--- src/rtl/seg_pkg.sv ---
// Shared types and constants for the 8-digit 7-segment scan driver.
// Segment codes are active-low {g,f,e,d,c,b,a}.
package seg_pkg;

   typedef enum logic {
      ST_BLANK,
      ST_SCAN
   } state_e;

   localparam logic [6:0] SEG_0    = 7'b1000000;
   localparam logic [6:0] SEG_1    = 7'b1111001;
   localparam logic [6:0] SEG_2    = 7'b0100100;
   localparam logic [6:0] SEG_3    = 7'b0110000;
   localparam logic [6:0] SEG_4    = 7'b0011001;
   localparam logic [6:0] SEG_5    = 7'b0010010;
   localparam logic [6:0] SEG_6    = 7'b0000010;
   localparam logic [6:0] SEG_7    = 7'b1111000;
   localparam logic [6:0] SEG_8    = 7'b0000000;
   localparam logic [6:0] SEG_9    = 7'b0010000;
   localparam logic [6:0] SEG_DASH = 7'b0111111;
   localparam logic [6:0] SEG_OFF  = 7'h7F;

   // Digits carrying a decimal point: HH.MM.SS.cc
   localparam logic [7:0] DP_MASK  = 8'b0101_0100;

endpackage

--- src/rtl/seg_scan_driver_if.sv ---
// Controller-to-display bundle: BCD digits and enable mask in,
// anode/segment/dp pins out.
interface seg_scan_driver_if;

   logic [3:0] i_num7;
   logic [3:0] i_num6;
   logic [3:0] i_num5;
   logic [3:0] i_num4;
   logic [3:0] i_num3;
   logic [3:0] i_num2;
   logic [3:0] i_num1;
   logic [3:0] i_num0;
   logic [7:0] i_digit_en;
   logic [7:0] o_an;
   logic [6:0] o_seg;
   logic       o_dp;

   modport master (
      output i_num7, i_num6, i_num5, i_num4,
      output i_num3, i_num2, i_num1, i_num0,
      output i_digit_en,
      input  o_an, o_seg, o_dp
   );

   modport slave (
      input  i_num7, i_num6, i_num5, i_num4,
      input  i_num3, i_num2, i_num1, i_num0,
      input  i_digit_en,
      output o_an, o_seg, o_dp
   );

endinterface

--- src/rtl/bcd_to_seg.sv ---
// Combinational BCD to active-low 7-segment decoder.
// Codes 10..15 render as a dash.
module bcd_to_seg
   import seg_pkg::*;
(
   input  logic [3:0] i_bcd,
   output logic [6:0] o_seg
);

   // Lookup of the segment pattern for one digit
   always_comb begin
      o_seg = SEG_DASH;
      case (i_bcd)
         4'd0:    o_seg = SEG_0;
         4'd1:    o_seg = SEG_1;
         4'd2:    o_seg = SEG_2;
         4'd3:    o_seg = SEG_3;
         4'd4:    o_seg = SEG_4;
         4'd5:    o_seg = SEG_5;
         4'd6:    o_seg = SEG_6;
         4'd7:    o_seg = SEG_7;
         4'd8:    o_seg = SEG_8;
         4'd9:    o_seg = SEG_9;
         default: o_seg = SEG_DASH;
      endcase
   end

endmodule

--- src/rtl/seg_scan_driver.sv ---
// Time-multiplexed 8-digit common-anode 7-segment scan driver.
// Optional macro SEG_LEAD_ZERO_BLANK_EN darkens digit 7 when it is 0.
module seg_scan_driver
   import seg_pkg::*;
#(
   parameter int SCAN_CYC  = 250,
   parameter int BLANK_CYC = 8
) (
   input  logic            i_clk,
   input  logic            i_rst_n,
   seg_scan_driver_if.slave bus
);

   localparam int MAXC = (SCAN_CYC > BLANK_CYC) ? SCAN_CYC : BLANK_CYC;
   localparam int CW   = (MAXC > 1) ? $clog2(MAXC) : 1;

   localparam logic [CW-1:0] SCAN_LAST  = CW'(SCAN_CYC - 1);
   localparam logic [CW-1:0] BLANK_LAST = CW'(BLANK_CYC - 1);

   state_e        state_q, state_d;
   logic [CW-1:0] cnt_q, cnt_d;
   logic [2:0]    idx_q, idx_d;
   logic [3:0]    snap_q [8];
   logic [3:0]    snap_d [8];
   logic [7:0]    en_q, en_d;
   logic [7:0]    an_q, an_d;
   logic [6:0]    seg_q, seg_d;
   logic          dp_q, dp_d;

   logic [3:0]    num_in [8];
   logic [7:0]    en_eff;
   logic [3:0]    sel_bcd;
   logic [6:0]    dec_seg;

   assign num_in[7] = bus.i_num7;
   assign num_in[6] = bus.i_num6;
   assign num_in[5] = bus.i_num5;
   assign num_in[4] = bus.i_num4;
   assign num_in[3] = bus.i_num3;
   assign num_in[2] = bus.i_num2;
   assign num_in[1] = bus.i_num1;
   assign num_in[0] = bus.i_num0;

   // Scan sequencing; frame snapshot taken as digit 7 lights
   always_comb begin
      state_d = state_q;
      cnt_d   = cnt_q + 1'b1;
      idx_d   = idx_q;
      snap_d  = snap_q;
      en_d    = en_q;
      unique case (state_q)
         ST_BLANK: begin
            if (cnt_q == BLANK_LAST) begin
               state_d = ST_SCAN;
               cnt_d   = '0;
               if (idx_q == 3'd7) begin
                  snap_d = num_in;
                  en_d   = bus.i_digit_en;
               end
            end
         end
         ST_SCAN: begin
            if (cnt_q == SCAN_LAST) begin
               state_d = ST_BLANK;
               cnt_d   = '0;
               idx_d   = idx_q - 3'd1;
            end
         end
      endcase
   end

   // Effective enable, with optional leading-zero suppression
   always_comb begin
      en_eff = en_d;
`ifdef SEG_LEAD_ZERO_BLANK_EN
      if (snap_d[7] == 4'd0) begin
         en_eff[7] = 1'b0;
      end
`endif
   end

   assign sel_bcd = snap_d[idx_q];

   bcd_to_seg u_dec (
      .i_bcd (sel_bcd),
      .o_seg (dec_seg)
   );

   // Pin values follow the next state so they switch with it
   always_comb begin
      an_d  = 8'hFF;
      seg_d = SEG_OFF;
      dp_d  = 1'b1;
      if (state_d == ST_SCAN && en_eff[idx_q]) begin
         an_d  = ~(8'b1 << idx_q);
         seg_d = dec_seg;
         dp_d  = ~DP_MASK[idx_q];
      end
   end

   // State, counters, snapshot and output registers
   always_ff @(posedge i_clk or negedge i_rst_n) begin
      if (!i_rst_n) begin
         state_q <= ST_BLANK;
         cnt_q   <= '0;
         idx_q   <= 3'd7;
         snap_q  <= '{default: 4'd0};
         en_q    <= 8'h00;
         an_q    <= 8'hFF;
         seg_q   <= SEG_OFF;
         dp_q    <= 1'b1;
      end else begin
         state_q <= state_d;
         cnt_q   <= cnt_d;
         idx_q   <= idx_d;
         snap_q  <= snap_d;
         en_q    <= en_d;
         an_q    <= an_d;
         seg_q   <= seg_d;
         dp_q    <= dp_d;
      end
   end

   assign bus.o_an  = an_q;
   assign bus.o_seg = seg_q;
   assign bus.o_dp  = dp_q;

endmodule

--- src/flat_wrapper.sv ---
// flat-port wrapper written by rule: the top's interface ports become plain ports
module seg_scan_driver_flat import seg_pkg::*;
#(
   parameter int SCAN_CYC  = 250,
   parameter int BLANK_CYC = 8
)
  (i_clk, i_rst_n, bus_i_num7, bus_i_num6, bus_i_num5, bus_i_num4, bus_i_num3, bus_i_num2, bus_i_num1, bus_i_num0, bus_i_digit_en, bus_o_an, bus_o_seg, bus_o_dp);
  seg_scan_driver_if bus_i ();
  input  logic i_clk;
  input  logic i_rst_n;
  input wire logic [$bits(bus_i.i_num7)-1:0] bus_i_num7;
  input wire logic [$bits(bus_i.i_num6)-1:0] bus_i_num6;
  input wire logic [$bits(bus_i.i_num5)-1:0] bus_i_num5;
  input wire logic [$bits(bus_i.i_num4)-1:0] bus_i_num4;
  input wire logic [$bits(bus_i.i_num3)-1:0] bus_i_num3;
  input wire logic [$bits(bus_i.i_num2)-1:0] bus_i_num2;
  input wire logic [$bits(bus_i.i_num1)-1:0] bus_i_num1;
  input wire logic [$bits(bus_i.i_num0)-1:0] bus_i_num0;
  input wire logic [$bits(bus_i.i_digit_en)-1:0] bus_i_digit_en;
  output wire logic [$bits(bus_i.o_an)-1:0] bus_o_an;
  output wire logic [$bits(bus_i.o_seg)-1:0] bus_o_seg;
  output wire logic [$bits(bus_i.o_dp)-1:0] bus_o_dp;
  assign bus_i.i_num7 = bus_i_num7;
  assign bus_i.i_num6 = bus_i_num6;
  assign bus_i.i_num5 = bus_i_num5;
  assign bus_i.i_num4 = bus_i_num4;
  assign bus_i.i_num3 = bus_i_num3;
  assign bus_i.i_num2 = bus_i_num2;
  assign bus_i.i_num1 = bus_i_num1;
  assign bus_i.i_num0 = bus_i_num0;
  assign bus_i.i_digit_en = bus_i_digit_en;
  assign bus_o_an = bus_i.o_an;
  assign bus_o_seg = bus_i.o_seg;
  assign bus_o_dp = bus_i.o_dp;
  seg_scan_driver #(.SCAN_CYC(SCAN_CYC), .BLANK_CYC(BLANK_CYC)) u_core (.i_clk(i_clk), .i_rst_n(i_rst_n), .bus(bus_i));
endmodule
--- config.mk ---
export PLATFORM = sky130hd
export DESIGN_NAME = seg_scan_driver_flat
export DESIGN_NICKNAME = d
export VERILOG_FILES = /design/src/rtl/seg_pkg.sv /design/src/rtl/seg_scan_driver_if.sv /design/src/rtl/bcd_to_seg.sv /design/src/rtl/seg_scan_driver.sv /design/src/flat_wrapper.sv
export SDC_FILE = /design/constraint.sdc
export NUM_CORES = 1
export LEC_CHECK = 0
export ABC_AREA = 1
export ABC_CLOCK_PERIOD_IN_PS = 5500
export BUFFER_PORTS_ARGS = -buffer_cell sky130_fd_sc_hd__buf_2
export CAP_MARGIN = 25
export CORE_MARGIN = 2
export CORE_UTILIZATION = 51
export CTS_BUF_LIST = sky130_fd_sc_hd__clkbuf_2 sky130_fd_sc_hd__clkbuf_4 sky130_fd_sc_hd__clkbuf_8
export CTS_CLUSTER_DIAMETER = 50
export DETAILED_ROUTE_END_ITERATION = 7
export PLACE_DENSITY_LB_ADDON = 0.2
export REMOVE_ABC_BUFFERS = 1
export SETUP_SLACK_MARGIN = 0.1
export SYNTH_ARGS = -nofsm -noshare
export SYNTH_HDL_FRONTEND = slang
export SYNTH_SLANG_ARGS = --single-unit
--- constraint.sdc ---
create_clock -name i_clk -period 5.5 [get_ports i_clk]
set_clock_uncertainty 0.1 [all_clocks]
set_input_delay 0.55 -clock i_clk [delete_from_list [all_inputs] [get_ports i_clk]]
set_output_delay 0.55 -clock i_clk [all_outputs]
set_load 0.01 [all_outputs]
==> metrics.md <==
| Metric | Value |
|---|---|
| Status | `finished, final reports clean` |
| Largest net degree at the start of global routing | `69` |
| Synth top area cells | `dfrtp_1 (33%), nand3_1 (14%), dfstp_2 (13%)` |
| R2r endpoint | `u_core.bus.o_seg[0]$_DFF_PN1_` |
| Root buf cell | `clkbuf_8` |
| Syn. warnings | `0` |
| Filler cells | `691` |
| Htree depth | `3` |
| Post-Syn Area per Cell | `8.489 um^2` |
| Max-slew violations | `0` |
| Most frequent cell after synthesis | `nand2_1` |
| # diodes | `0` |
| Drt via density | `4.924` |
| Multi-input gate area | `1585 um^2` |
| Final period util | `0.6776` |
| Cts bufs inserted | `9` |
| Synth cell types | `34` |
| Maximum VDD drop | `0.1098 mV` |
| Pwr Total | `961.2 uW` |
| Setup WS pre-CTS | `1.748 ns` |
| Total global routing overflow | `0` |
| Final setup TNS | `0 ns` |
| 1st-iter DRT viols | `121` |
| GRT Resource Usage Total | `0.2147` |
| # rows | `31` |
| Port Buffers | `57` |
| Critical Path Start Type | `flop` |
| Worst-Skew Late Latency | `0.34 ns` |
| Crit path time final | `3.727 ns` |
| Worst Setup Slack, final | `1.773 ns` |
| Vias in the first global route | `2833` |
| Power per cell area | `231.5 nW/um^2` |
| Total routed wirelength | `7.746 mm` |
| Register area | `1725 um^2` |
| Layout area overhead | `12.17%` |
| Asr flop ratio synth | `1.000` |
| Hold/Removal Path Class | `in -> async` |
| First-pass DRT Iterations | `4` |
| Number of synthesized register bits | `68` |
| Clk buf depth | `2` |
| Post-CTS Setup Repair Bufs | `0` |
| R2R Setup Slk | `1.77 ns` |
| Die X | `89.19 um` |
| Leakage power | `2.064 nW` |
| Post-synth top flop | `dfrtp_1` |
| Worst setup EP type | `flop` |
| Num Clock Sinks | `68` |
| Drt wl/cell | `13.15 um` |
| Slew margin rel. | `0.4289` |
| Final setup viols | `0` |
| Final ANT Viol Nets | `0` |
| Number of synthesized flops with an enable pin | `0` |
| Syn Inst Count | `436` |
| Gpl congestion | `0.7993` |
| Initial Utilization | `0.5186` |
| Core region area | `7137 um^2` |
| Least-Margin Pin Slew | `0.8494 ns` |
| Max-cap violations | `0` |
| CTS clk-pin slew, worst paths | `0.07 ns` |
| Post-synthesis cell type with the largest combined area | `dfrtp_1` |
| Sequential area share after synthesis | `0.4662` |
| # resized after CTS | `0` |
| Critical path class | `reg -> reg` |
| Layout cell share with drive strength beyond 1 | `0.2490` |
| RSZ-0062 raised after global routing | `false` |
| Critical path data arrival time | `3.89 ns` |
| Post-synth top area share | `0.3313` |
| CTS tree | `yes` |
| Cell Area, Synth | `3701 um^2` |
| Cells on worst reg2reg path | `16` |
| Critical path origin | `u_core.idx_q[0]$_DFFE_PN1P_` |
| First-pass GRT wire length | `13.05 mm` |
| Reg2reg start | `u_core.idx_q[0]$_DFFE_PN1P_` |
| I/O Pins | `58` |
| Synth top cells by count | `nand2_1 (109), nand3_1 (105), inv_1 (50)` |
| WP data required | `5.66 ns` |
| Initial antenna violation count | `0` |
| Die area | `7954 um^2` |
| # DRC | `0` |
| Fmax achieved | `268.3 MHz` |
| Die Y | `89.19 um` |
| Final hold vios | `0` |
| Detail Placement HPWL | `5.117 mm` |
| Crit-path max FO | `44` |
| Nets@finish | `541` |
| Via count | `2900` |
| CTS hold repair buffers | `0` |
-- metal layers --
| layer | track usage | share of wire | wire, um |
|---|---|---|---|
| met1 | 0.2920 | 0.49 | 3776 |
| met2 | 0.3441 | 0.46 | 3571 |
| met3 | 0.04801 | 0.039 | 299 |
| met4 | 0.06649 | 0.013 | 97 |
| met5 | 0 | 0 | 0 |
-- logic make-up (layout without fill, tap and decap cells) --
logic type                 count (synthesis)  in the layout  synth area share
adders and majority gates                 14             14           0.04733
xor gates and xnor gates                   4              4          0.009468
DFF                                       68             68            0.4662
buffers and inverters                     76            130            0.1055
AOI/OAI and AO/OA                         10             10           0.01792
and+or+nand+nor                          264            264            0.3536
-- report_power, final --
part | total, mW | internal [mW] | switching, mW
sequential | 0.501 | 0.501 | 0
combinational | 0.0263 | 0.0118 | 0.0144
clock | 0.434 | 0.249 | 0.185
-- cell usage in the layout (no fill, tap or decap), types with 3 or more instances in the layout --
cell type    n
nand3b_1    12
nor2_1      10
ha_1        14
clkbuf_8    11
xor2_1       3
dfstp_2     19
dfrtp_1     49
inv_2        4
nand2_1    109
buf_2       57
nand2_2      7
nand2_4      4
inv_1       50
clkbuf_4     3
nand3_2      5
nand3_1    105
-- worst max path at each step --
stage,depth (start not counted),slack (ns),end
2_1_floorplan,15,2.26,u_core.bus.o_seg[0]$_DFF_PN1_
3_5_place_dp,16,1.75,u_core.bus.o_seg[0]$_DFF_PN1_
5_1_grt,16,1.41,u_core.bus.o_seg[0]$_DFF_PN1_
6_report,16,1.77,u_core.bus.o_seg[0]$_DFF_PN1_
3_3_place_gp,16,1.90,u_core.bus.o_seg[3]$_DFF_PN1_
4_1_cts,16,1.71,u_core.bus.o_seg[0]$_DFF_PN1_
-- area by class of cell --
class,instances,area share
inverter,55,0.05003
tap,99,0.02984
clock buffer,14,0.04189
timing repair buffer,59,0.07233
clock inverter,2,0.008439
sequential,68,0.4156
multi-input combinational,292,0.3819
-- sequential cells by signal, indices dropped and copies added, names as in the netlist --
register and cells:
u_core.cnt_q 8, u_core.idx_q 3, u_core.en_q 8, u_core.bus.o_seg 7, u_core.bus.o_an 8, u_core.snap_q 32
u_core.state_q 1, u_core.bus.o_dp 1
-- critical path: stages (launching register included) --
cell and delay, ns:
dfstp_2 0.81, ha_1 0.27, nand2_1 0.10, nor2_4 0.09, buf_4 0.37, nand3_4 0.46
o21ai_1 0.36, nand2_1 0.08, nand3_1 0.09, nand3_1 0.07, nand2_1 0.20, inv_1 0.12
ha_1 0.19, inv_1 0.05, nand3_1 0.09, nand3_1 0.10, nand3_1 0.07
-- per-stage QoR --
step / std cells / area (um^2) / hold WS, ns / utilization
after global placement: 573 / 3943 / 0.3487 / 0.5524
after detailed placement: 573 / 3943 / 0.3531 / 0.5524
after floorplan: 415 / 3518 / 0.1544 / -
after global routing: 589 / 4151 / 0.3587 / 0.5817
final: 589 / 4151 / 0.2864 / 0.5817
after CTS: 589 / 4151 / 0.3286 / 0.5817
(Power assumes the default switching activity.)
